==> config.mk <==
export PLATFORM = sky130hd
export DESIGN_NAME = alu_display_arbiter
export DESIGN_NICKNAME = d
export VERILOG_FILES = /design/src/rtl/alu_disp_pkg.sv /design/src/rtl/alu_display_arbiter_rr_arbiter2.sv /design/src/rtl/alu_display_arbiter.sv
export SDC_FILE = /design/constraint.sdc
export NUM_CORES = 1
export LEC_CHECK = 0
export CAP_MARGIN = 20
export CORE_MARGIN = 3
export CORE_UTILIZATION = 52
export CTS_CLUSTER_SIZE = 24
export DETAILED_ROUTE_END_ITERATION = 8
export PLACE_DENSITY = 0.84
export SETUP_SLACK_MARGIN = 0.3
export SKIP_CTS_REPAIR_TIMING = 1
export SYNTH_ARGS = -nofsm -noshare
export SYNTH_HDL_FRONTEND = slang
export SYNTH_SLANG_ARGS = --single-unit
==> constraint.sdc <==
create_clock -name clk -period 2.9 [get_ports clk]
set_input_delay 0.58 -clock clk [delete_from_list [all_inputs] [get_ports clk]]
set_output_delay 0.58 -clock clk [all_outputs]
set_load 0.005 [all_outputs]
==> src/rtl/alu_disp_pkg.sv <==
// Shared types and constants for the shared ALU / 7-segment display controllers.
package alu_disp_pkg;

  // Operand and op-select widths of the ALU datapath this block feeds.
  localparam int OPND_W      = 4;
  localparam int SEL_W       = 3;

  // Number of implemented ALU operations; selects at or above this are rejected.
  localparam int NUM_OPS_DEF = 4;

  // Controller state: waiting for a request, showing a result, forced blank.
  typedef enum logic [1:0] {
    ST_IDLE  = 2'd0,
    ST_SHOW  = 2'd1,
    ST_BLANK = 2'd2
  } disp_state_e;

  // True when an op select names an implemented ALU operation.
  function automatic logic sel_is_valid(input logic [SEL_W-1:0] sel, input int num_ops);
    return (int'(sel) < num_ops);
  endfunction

  // One-hot request/ack vector for a 1-bit requester index.
  function automatic logic [1:0] onehot2(input logic idx);
    return idx ? 2'b10 : 2'b01;
  endfunction

endpackage

==> src/rtl/alu_display_arbiter_rr_arbiter2.sv <==
// Two-way round-robin pick. Purely combinational so any shared-display
// controller can reuse it with its own last-owner register.
module rr_arbiter2 (
  input  logic [1:0] req,
  input  logic       last_owner,
  output logic       grant_valid,
  output logic       owner
);

  // A lone request wins outright; on a tie the requester that was not
  // served last wins, which gives strict alternation under contention.
  always_comb begin
    grant_valid = |req;
    owner       = last_owner;
    case (req)
      2'b01:   owner = 1'b0;
      2'b10:   owner = 1'b1;
      2'b11:   owner = ~last_owner;
      default: owner = last_owner;
    endcase
  end

endmodule

==> src/rtl/alu_display_arbiter.sv <==
// Shares one ALU-to-7-segment datapath between the board switches
// (requester 0) and the host interface (requester 1). The winner's operands
// are shown for a fixed dwell, followed by a forced blank before the next
// grant so the two users' results never run into each other on the display.
//
// Handshake: req[i] is a level held by requester i until it sees ack[i].
// ack[i] is a one-cycle pulse in the cycle after req was sampled in IDLE;
// a requester dropping req before ack is simply not served. err pulses
// together with ack if the granted op select names no implemented ALU
// operation (nothing is displayed in that case).
// done[i] pulses in the first cycle after requester i's dwell ends.
module alu_display_arbiter
  import alu_disp_pkg::*;
#(
  parameter int DWELL_CYCLES = 8,
  parameter int BLANK_CYCLES = 2,
  parameter int NUM_OPS      = NUM_OPS_DEF,
  parameter int CNT_W        = 16
) (
  input  logic       clk,
  input  logic       rst,
  input  logic [1:0] req,
  input  logic [3:0] op_a_0,
  input  logic [3:0] op_a_1,
  input  logic [3:0] op_b_0,
  input  logic [3:0] op_b_1,
  input  logic [2:0] op_sel_0,
  input  logic [2:0] op_sel_1,
  input  logic       pause,
  output logic [1:0] ack,
  output logic       err,
  output logic [1:0] done,
  output logic       busy,
  output logic [3:0] alu_in_1,
  output logic [3:0] alu_in_2,
  output logic [2:0] alu_sel,
  output logic       alu_en
);

  // Counter reload values: the counter runs N-1 down to 0, i.e. N cycles.
  localparam logic [CNT_W-1:0] DWELL_LAST = CNT_W'(DWELL_CYCLES - 1);
  localparam logic [CNT_W-1:0] BLANK_LAST = CNT_W'(BLANK_CYCLES - 1);
  localparam logic [CNT_W-1:0] CNT_ZERO   = '0;
  localparam logic [CNT_W-1:0] CNT_ONE    = CNT_W'(1);

  disp_state_e      state;
  logic [CNT_W-1:0] cnt;
  logic             last_owner;

  logic             grant_valid;
  logic             grant_owner;
  logic [3:0]       win_a;
  logic [3:0]       win_b;
  logic [2:0]       win_sel;
  logic             win_sel_ok;

  rr_arbiter2 u_rr (
    .req         (req),
    .last_owner  (last_owner),
    .grant_valid (grant_valid),
    .owner       (grant_owner)
  );

  // Steer the winning requester's operands toward the capture registers.
  always_comb begin
    win_a      = grant_owner ? op_a_1   : op_a_0;
    win_b      = grant_owner ? op_b_1   : op_b_0;
    win_sel    = grant_owner ? op_sel_1 : op_sel_0;
    win_sel_ok = sel_is_valid(win_sel, NUM_OPS);
  end

  // Controller FSM: arbitration in IDLE, dwell countdown in SHOW (frozen by
  // pause), blank countdown in BLANK. Every output is a register here.
  always_ff @(posedge clk) begin
    if (rst) begin
      state      <= ST_IDLE;
      cnt        <= CNT_ZERO;
      last_owner <= 1'b1;
      ack        <= 2'b00;
      err        <= 1'b0;
      done       <= 2'b00;
      busy       <= 1'b0;
      alu_in_1   <= 4'd0;
      alu_in_2   <= 4'd0;
      alu_sel    <= 3'd0;
      alu_en     <= 1'b0;
    end else begin
      ack  <= 2'b00;
      err  <= 1'b0;
      done <= 2'b00;
      case (state)
        ST_IDLE: begin
          if (grant_valid) begin
            // last_owner moves even on a rejected op so the other side wins
            // the next tie.
            last_owner <= grant_owner;
            ack        <= onehot2(grant_owner);
            if (win_sel_ok) begin
              alu_in_1 <= win_a;
              alu_in_2 <= win_b;
              alu_sel  <= win_sel;
              alu_en   <= 1'b1;
              busy     <= 1'b1;
              cnt      <= DWELL_LAST;
              state    <= ST_SHOW;
            end else begin
              err <= 1'b1;
            end
          end
        end

        ST_SHOW: begin
          if (!pause) begin
            if (cnt == CNT_ZERO) begin
              done   <= onehot2(last_owner);
              alu_en <= 1'b0;
              cnt    <= BLANK_LAST;
              state  <= ST_BLANK;
            end else begin
              cnt <= cnt - CNT_ONE;
            end
          end
        end

        ST_BLANK: begin
          if (cnt == CNT_ZERO) begin
            busy  <= 1'b0;
            state <= ST_IDLE;
          end else begin
            cnt <= cnt - CNT_ONE;
          end
        end

        default: begin
          alu_en <= 1'b0;
          busy   <= 1'b0;
          cnt    <= CNT_ZERO;
          state  <= ST_IDLE;
        end
      endcase
    end
  end

endmodule

-- Yosys cells after proc, flatten, opt, wreduce, memory -nomap -nowiden
Cells that the tools add are included.
- register bits: 37
- bits in latches: 0
- bits in writable memories: 0
- ROM bits: 0
- output and inout port bits: 18
- word-level logic and storage cells: 66
- memories kept: 0
- add/subtract/negate cells: 1
- multiply operators: 0
- divide/modulo/power cells: 0
- $lt $le $gt $ge: 1
- eq/ne operators: 11
- shifts and indexed selects: 0
- muxes and demuxes: 25
- bitwise gates (word level): 6
- reductions and logical operators: 11
- operators with widths (cell ; number):
    16-bit 2-to-1 mux ; 5
    16-bit case mux with 3 select lines ; 1
    16-bit zero test ; 1
    16-bit by 1-bit subtractor with 16-bit output, second input constant ; 1
    2-bit 2-to-1 mux ; 7
    2-bit != test, second input constant ; 6
    5-bit AND reduction ; 2
    1-bit case mux with 3 select lines ; 3
    4-bit 2-to-1 mux ; 2
    4-bit AND reduction ; 2
    2-bit equality test, second input constant ; 3
    1-bit NOT ; 6
    2-bit case mux with 3 select lines ; 1
    1-bit 2-to-1 mux ; 5
    2-bit by 1-bit equality test with 1-bit output, second input constant ; 2
    4-bit OR reduction ; 1
    3-bit < comparator, second input constant ; 1
    3-bit 2-to-1 mux ; 1
    3-bit AND reduction ; 1
    3-bit OR reduction ; 1
    2-bit zero test ; 1
    2-bit AND reduction ; 1
    2-bit OR reduction ; 1

-- Longest topological paths before layout
Gate-level depths: netlist of run 1.
- depth in word-level cells: 7
- mapped depth: 8
- depth with buffers taken out: 7

-- Modules after synthesis
A second synthesis of run 1 with hierarchy kept.
- cells, all modules: 205
- area, all modules: 1860.5 sq um
- by module, submodules not included (module ; times used ; cells an instance ; area an instance (sq um) ; sequential area each (sq um)):
    alu_display_arbiter ; 1 ; 202 ; 1840.5 ; 740.7
    rr_arbiter2 ; 1 ; 3 ; 20.0 ; 0.0

-- Worst setup path before layout of run 1
No wires, ideal clock.
- kind: input port to flip-flop
- start: in req[0]
- end: reg cnt[13]
- arrival time: 1.843 ns
- data required time: 2.830 ns
- path slack: 0.988 ns
- stages: 5
- path buffers: 0
- cell sequence: nor2b_1 -> a221o_1 -> o211ai_1 -> or4_2 -> a21oi_1
- cells in the longest elaborated chain, start to end: 6
- RTL lines (what ; RTL line ; text):
    from (decl) ; alu_display_arbiter.sv:22 ; input logic [1:0] req,
    2-bit equality test or 2-bit by 1-bit equality test with 1-bit output (tied branches) ; alu_display_arbiter_rr_arbiter2.sv:15 ; case (req)
    1-bit case mux with 3 select lines ; alu_display_arbiter_rr_arbiter2.sv:15 ;
    3-bit 2-to-1 mux ; alu_display_arbiter.sv:68 ; win_sel = grant_owner ? op_sel_1 : op_sel_0;
    3-bit < comparator ; alu_disp_pkg.sv:20 ; return (int'(sel) < num_ops);
    2-bit != test (no source line) ; -- ;
    4-bit AND reduction (no source line) (*) ; -- ;
    to (signal assigned) ; alu_display_arbiter.sv:120 ; cnt <= cnt - CNT_ONE;
    to (signal assigned) ; alu_display_arbiter.sv:130 ; cnt <= cnt - CNT_ONE;
    to (decl) ; alu_display_arbiter.sv:47 ; logic [CNT_W-1:0] cnt;
Mark *: on every way between the ends. The rest lies on a longest branch, timed or not.
A chain may end at the register's enable or synchronous reset.

-- Worst setup path after layout of run 1
- start: in req[1]
- end: reg cnt[13]
The elaborated chain is that of the path after synthesis.

==> flow_summary.ini, run 1 <==
[yosys]
synthCells = 205
synth_fa_ha_area_share_pct = 0.691
synth_top_family_by_area = simple AND/OR/NAND/NOR gates
synth_mux_area_share_pct = 6.08
yosysUniqueCellTypes = 47
synth_largest_area_cell = dfxtp_1
synth_edf_count = 0
netlist.area_leader.share_pct = 40.9
yosysWarningCount = 0
syn-cell-area_um2 = 1810
syn_area_per_cell_um2 = 8.84
synth_area_leaders = dfxtp_1 41%, mux2i_1 6.1%, nor2_1 5.2%, a211oi_1 4.6%, a21oi_1 4.4%
synth_xor_area_share_pct = 0
syn_nets = 233
ys_seq_area_share_pct = 40.9
ys_ff_latch = 37
synth_compound_area_share_pct = 21.8
synth_flop_cell = dfxtp_1
synthArstFlopShare_pct = 0
synthSimpleGateAreaFrac_pct = 26.2

[place]
dpl.cell_count = 288
port_buffers = 44
gp_congestion = 0.819
dpl-instance-area_um2 = 2290
dp_hpwl_mm = 3.29

[drt]
drc_errors = 0
vias = 1701
drt_iter0_drc = 161
routed_via_density = 5.75
wirelength_mm = 4.30
drtAntennaViolNets = 0
wl_per_cell_um = 14.5
first_pass_iters = 4

[power]
ir_drop_mv = 0.409
power-per-cell-area_nw_per_um2 = 707
power_mw = 1.68
p_leak_nw = 0.901

[clocking]
numCtsBuffers = 5
cts_num_sinks = 37
cts_root_buffer = clkbuf_4
clockBufferDepth = 2
clkTransAtPathRegs_ns = 0.12
htree_num_levels = 2
cts_tree = built
clk_latency_ns = 0.36

[finish]
post-route-util_pct = 74.7
mostFrequentLayoutCells = 44 x clkdlybuf4s50_1, 37 x dfxtp_1, 25 x nor2_1
area_growth_pct = 31.1
final_area_um2 = 2370
layout_commonest_cell = clkdlybuf4s50_1
final_nets = 279
final_cells = 296
layout-drive-gt1-share_pct = 9.92
antenna_cells = 0

[hold_path]
min_path_type = reg2reg

[global_routing]
grt_overflow = 0
grt_first_pass_wirelength_mm = 7.69
grt_pass1_vias = 1666
antenna_found_initial = 0
grt_max_degree = 14
grt_util_all_layers_pct = 23.9

[run]
cap_violations = 0

[outcome]
status = complete, no violations

[worst_setup_path]
critPathLaunchType = input port
crit_path_end_kind = flip-flop
crit_required_ns = 3.20
path_class = in2reg
cp_max_fo = 7
critPathArrivalTime_ns = 2.60

[die]
core_um2 = 3180
dieWidth_um = 65.0
die_y_um = 65.0
start_util_pct = 57.0
io_pins = 45
dieArea_um2 = 4230
row_count = 20

[sta]
fmax_mhz = 434
finClkSkew_ns = 0.0177
maxSlewViolCount = 0
hold_viol = 0
period_needed_ns = 2.30
fin_crit_sh_pct = 79.5
setup_viol = 0
tightest_slew_ns = 0.487
rsz0062_at_grt = false
setup_tns_ns = 0
max-slew-margin-rel_pct = 67.1
-- synth_stat cells (5+ instances only) --
cell      count
dfxtp_1      37
nor2_1       25
a21oi_1      16
a211oi_1     11
mux2i_1      11
nand2_1      10
nor2b_1       7
o21ai_0       7
o31ai_1       7
clkbuf_1      6
inv_1         6
nor3_1        6
or3_1         5
or4_1         5
-- power by group --
part | internal [mW] | switching [mW]
clock network | 0.206 | 0.175
registers | 0.585 | 0.0815
logic | 0.297 | 0.335
total | 1.09 | 0.591
-- cells by family after synthesis --
logic type      after synthesis
compound gates               59
fa+ha+maj                     1
buf+inv                      16
flops                        37
mux                          11
simple gates                 81
-- routing by layer --
metal,up-vias,GRT usage [%],wire (um)
met3,10,8.15,275
met4,0,11.1,95
met2,51,38.3,2050
met5,-,0,0
li1,855,-,-
met1,785,28.7,1880
-- area by class of cell --
class | count | area (um^2)
multi-input cells | 152 | 993
well taps | 44 | 55.1
clock buffers | 7 | 55.1
inverters | 6 | 22.5
flip-flops and latches | 37 | 741
clock inverters | 1 | 30.0
repair buffers | 49 | 478
fillers | 243 | 803
-- flip-flops by register name, indices dropped and copies added (netlist names) --
signal      cells
busy            1
last_owner      1
alu_in_1        4
done            2
cnt            16
alu_en          1
err             1
alu_in_2        4
alu_sel         3
state           2
ack             2
-- worst paths after layout --
path	endpoint	slack, ns	depth (start not counted)	from
max	cnt[13]	0.60	6	req[1]
min	alu_en	0.46	2	alu_en
max reg2reg	cnt[13]	0.80	5	state[0]
min reg2reg	alu_en	0.46	2	alu_en
-- through the flow --
step | setup WS, ns | hold slack, ns
after global placement | 0.296 | 0.445
final | 0.596 | 0.462
after CTS | 0.615 | 0.472
after detailed placement | 0.244 | 0.450
after global routing | 0.453 | 0.511
after floorplan | 0.988 | 0.449
-- worst max-delay path: stages --
cell and delay, ns:
clkdlybuf4s50_1 0.53, nor2b_1 0.19, a221o_1 0.26, o211ai_1 0.23
or4_2 0.65, a21oi_1 0.16
No activity file was read; power rests on OpenSTA's default activity.
==> run 2, diff against run 1 <==
- CORE_UTILIZATION: 52 -> 49
- PLACE_DENSITY: 0.84 -> 0.8
- clock period: 2.9 -> 2.35 ns (I/O delays scaled with it)
==> run 2 against run 1 <==
Net effect: clock skew decreased by 0.012 ns; hold slack improved by 0.0060 ns; final area increased by 7.3%; non-clock buffer count increased by 9; count of clock-buffer cells in the layout unchanged; first-iteration DRC count decreased by 45%; register-to-register slack got worse by 0.39 ns; sequential power increased by 25%; global-route usage decreased by 2.7 points; wire length increased by 1.7%; clock power increased by 17%; worst setup slack got worse by 0.18 ns; highest routed layer unchanged.
==> flow_summary.ini, run 2 (synthesis results as in run 1) <==
[outcome]
status = complete, no violations

[finish]
multiInputGateArea_um2 = 1080
register_area_um2 = 743
final_area_um2 = 2550
layout-drive-gt1-share_pct = 19.2
layout_commonest_cell = clkdlybuf4s50_1
regMostFlops = cnt
fillerInstances = 251
largest_reg_flops = 16
top_regs = cnt: 16 flops, alu_in_1: 4 flops, alu_in_2: 4 flops
final_nets = 288
antenna_cells = 0
final_cells = 306
mostFrequentLayoutCells = 40 x clkdlybuf4s50_1, 35 x dfxtp_1, 25 x nor2_1
area_growth_pct = 40.7

[clocking]
cts_num_sinks = 37
clockBufferDepth = 2
numCtsBuffers = 5
cts_root_buffer = clkbuf_8
clk_latency_ns = 0.29
htree_num_levels = 2
clkTransAtPathRegs_ns = 0.07
cts_tree = built

[place]
dpl.cell_count = 297
dpl-instance-area_um2 = 2340
gp_congestion = 0.823
port_buffers = 44
dp_hpwl_mm = 3.26

[hold_path]
min_path_type = reg2reg

[die]
row_count = 21
io_pins = 45
dieArea_um2 = 4460
start_util_pct = 52.6
dieWidth_um = 66.8
die_y_um = 66.8
core_um2 = 3440

[power]
clkPwrFrac_pct = 20.5
p_seq_share_pct = 38.4
ir_drop_mv = 0.416
switching_power_mw = 0.770
swShare_pct = 35.4
combinationalPowerShare_pct = 41.1
p_leak_nw = 1.01
power-per-cell-area_nw_per_um2 = 852
intPower_mw = 1.40
power_mw = 2.17

[drt]
wirelength_mm = 4.37
drtAntennaViolNets = 0
drt_iter0_drc = 88
wl_per_cell_um = 14.3
vias = 1722
routed_via_density = 5.63
first_pass_iters = 4
drc_errors = 0

[global_routing]
grt_first_pass_wirelength_mm = 7.07
grt_pass1_vias = 1572
grt_max_degree = 24
met2_usage_pct = 35.6
grtUsageMet1_pct = 25.7
antenna_found_initial = 0
grt_busiest_layer = met2
grt_overflow = 0
grt_util_all_layers_pct = 21.2
use_met3_pct = 6.75

[sta]
fin_crit_sh_pct = 82.5
tightest_slew_ns = 0.485
rsz0062_at_grt = false
hold_viol = 0
finClkSkew_ns = 0.00535
setup_viol = 0
max-slew-margin-rel_pct = 67.7
maxSlewViolCount = 0
fmax_mhz = 516
setup_tns_ns = 0
period_needed_ns = 1.94

[worst_setup_path]
crit_required_ns = 2.58
path_class = reg2reg
crit_path_end_kind = flip-flop
cp_max_fo = 4
critPathLaunchType = flip-flop
critPathArrivalTime_ns = 2.17

[run]
cap_violations = 0
[run 2: changes by cell type in the layout (fill, tap and decap cells not counted), sizes merged]
cell / delta
clkdlybuf4s50: -4
buf: +9
bufinv: -1
dlymetal6s2s: +4
[run 2: metrics by stage]
stage               util [%]  hold slack, ns  setup slack, ns
floorplan                  -           0.449            0.517
global placement        68.1           0.441           0.0221
detailed placement      68.1           0.461          -0.0477
CTS                     70.6           0.477            0.255
global route            74.0           0.506            0.296
finish                  74.0           0.468            0.411
[run 2: power by group through the flow]
stage	Clock, mW	Sequential, mW	Combinational (mW)
floorplan	0	0.812	0.550
global placement	0	0.834	0.782
detailed placement	0	0.838	0.795
CTS	0.455	0.824	0.802
global route	0.475	0.849	0.976
finish	0.446	0.833	0.892
[run 2: critical path, cell delays in order, from the launching register on]
cell and delay (ns):
dfxtp_1 0.35, inv_1 0.09, ha_2 0.21, nor2b_2 0.17, a21boi_4 0.22, nand2_1 0.09
or4_2 0.62, a21oi_2 0.13
[run 2: layout make-up]
type | count | share of cell area (%)
repair buffers | 58 | 21.9
clock buffers | 7 | 3.39
well taps | 46 | 2.26
multi-input cells | 152 | 42.4
flip-flops and latches | 37 | 29.2
inverters | 6 | 0.884
[run 2: layer usage]
layer,routed length (um),vias up
met5,0,-
met3,276,6
met1,1920,794
met2,2130,57
met4,44,0
li1,-,865
[run 2: path summary, 6_finish.rpt]
path | startpoint | to | slack (ns) | cells past startpoint
worst min register to register | alu_en | alu_en | 0.47 | 2
worst max-delay path | cnt[0] | cnt[4] | 0.41 | 7
worst max register to register | cnt[0] | cnt[4] | 0.41 | 7
worst min-delay path | alu_en | alu_en | 0.47 | 2
==> run 3, diff against run 2 <==
- clock period: 2.35 -> 1.8 ns (I/O delays scaled with it)
==> run 3 against run 2 <==
Net effect: the flow now finishes with violations (negative setup slack); clock power increased by 35%; first-iteration DRC count increased by 120%; core utilization increased by 14 points; global-route usage increased by 0.34 points; power increased by 60%; count of clock-buffer cells in the layout decreased by 1; wire length increased by 44%; fmax increased by 6.4%; sequential power increased by 32%; final area increased by 19%.
==> flow_summary.ini, run 3 (synthesis results as in run 1) <==
[outcome]
status = finished, violations left
violations = negative setup slack

[global_routing]
met2_usage_pct = 39.6
grtUsageMet1_pct = 22.5
grt_util_all_layers_pct = 21.5
grt_pass1_vias = 1658
grt_busiest_layer = met2
grt_first_pass_wirelength_mm = 7.30
grt_max_degree = 24
antenna_found_initial = 0
use_met3_pct = 6.75
grt_overflow = 0

[place]
dp_hpwl_mm = 3.40
gp_congestion = 0.878
port_buffers = 44

[power]
swShare_pct = 37.4
combinationalPowerShare_pct = 51.0
clkPwrFrac_pct = 17.3
power-per-cell-area_nw_per_um2 = 1150
switching_power_mw = 1.30
p_leak_nw = 1.38
ir_drop_mv = 0.493
intPower_mw = 2.18
p_seq_share_pct = 31.7

[finish]
register_area_um2 = 766
final_nets = 312
regMostFlops = cnt
fillerInstances = 168
antenna_cells = 0
area_growth_pct = 66.8
post-route-util_pct = 87.8
mostFrequentLayoutCells = 29 x buf_4, 28 x clkdlybuf4s50_1, 23 x dfxtp_1
top_regs = cnt: 16 flops, alu_in_1: 4 flops, alu_in_2: 4 flops
multiInputGateArea_um2 = 1280
largest_reg_flops = 16
layout-drive-gt1-share_pct = 43.3
layout_commonest_cell = buf_4

[sta]
hold_viol = 0
period_needed_ns = 1.82
setup_viol = 4
tightest_slew_ns = 0.424
setup_ws_ns = -0.0219
rsz0062_at_grt = true
fin_crit_sh_pct = 101
fmax_mhz = 549
max-slew-margin-rel_pct = 71.3
fin_hold_ws_ns = 0.466
finClkSkew_ns = 0.00888
maxSlewViolCount = 0

[die]
core_um2 = 3440
dieWidth_um = 66.8
io_pins = 45
row_count = 21
die_y_um = 66.8
start_util_pct = 52.6
dieArea_um2 = 4460

[drt]
wl_per_cell_um = 19.0
first_pass_iters = 4
drc_errors = 0
drtAntennaViolNets = 0
vias = 2023
wirelength_mm = 6.28
drt_iter0_drc = 197
routed_via_density = 6.13

[clocking]
cts_tree = built
numCtsBuffers = 5
clockBufferDepth = 2
htree_num_levels = 2
cts_root_buffer = clkbuf_8
clk_latency_ns = 0.29
clkTransAtPathRegs_ns = 0.07
cts_num_sinks = 37

[run]
cap_violations = 0

[worst_setup_path]
critPathLaunchType = flip-flop
crit_required_ns = 2.03
cp_max_fo = 7
critPathArrivalTime_ns = 2.05
path_class = reg2reg
crit_path_end_kind = flip-flop

[hold_path]
min_path_type = reg2reg
==> run 3: changes by cell type in the layout (fill, tap and decap cells not counted), sizes merged <==
cell / change
a211o: +1
buf: +23
dlymetal6s2s: +12
clkdlybuf4s50: -12
clkbuf: -1
clkinvlp: +1
==> run 3: final cells by class <==
cell class / instances / area share, %
inverters: 6 / 0.828
flip-flops and latches: 37 / 25.3
clock buffers: 6 / 2.73
well taps: 46 / 1.90
repair buffers: 81 / 26.7
multi-input cells: 153 / 42.3
clock inverters: 1 / 0.248
==> run 3: power by group through the flow <==
stage | combinational (mW) | clock [mW] | sequential (mW)
finish | 1.78 | 0.603 | 1.10
global route | 1.87 | 0.647 | 1.12
CTS | 1.28 | 0.602 | 1.07
detailed placement | 1.28 | 0 | 1.09
global placement | 1.25 | 0 | 1.08
floorplan | 0.762 | 0 | 1.07
==> run 3: worst paths after layout <==
kind / start / to / slack, ns / depth (start not counted)
worst min-delay path: last_owner / done[0] / 0.47 / 1
worst max register to register: cnt[0] / cnt[11] / -0.02 / 8
worst max-delay path: cnt[0] / cnt[11] / -0.02 / 8
worst min register to register: last_owner / done[0] / 0.47 / 1
==> run 3: per-layer routing <==
layer  up-vias  wire length [um]
met3        45               463
met4         0               328
met2       116              3230
li1        921                 -
met5         -                 0
met1       941              2260
==> run 3: worst max-delay path, stage by stage (launching register included) <==
cell and delay, ns:
dfxtp_4 0.39, inv_4 0.04, ha_4 0.16, nor2b_4 0.13, nand2_2 0.10, o211ai_1 0.15, buf_4 0.20, or4_1 0.46
a21oi_1 0.12
==> run 3: stage by stage <==
step / total power [mW] / TNS, ns / cell area (um^2) / cells / setup WS (ns)
floorplan: 1.84 / 0 / 1870 / 205 / 0.0588
global placement: 2.33 / -8.21 / 2530 / 315 / -0.394
detailed placement: 2.36 / -8.94 / 2530 / 315 / -0.478
CTS: 2.95 / -1.37 / 2620 / 322 / -0.168
global route: 3.64 / -0.517 / 3020 / 330 / -0.102
finish: 3.48 / -0.0670 / 3020 / 330 / -0.0219
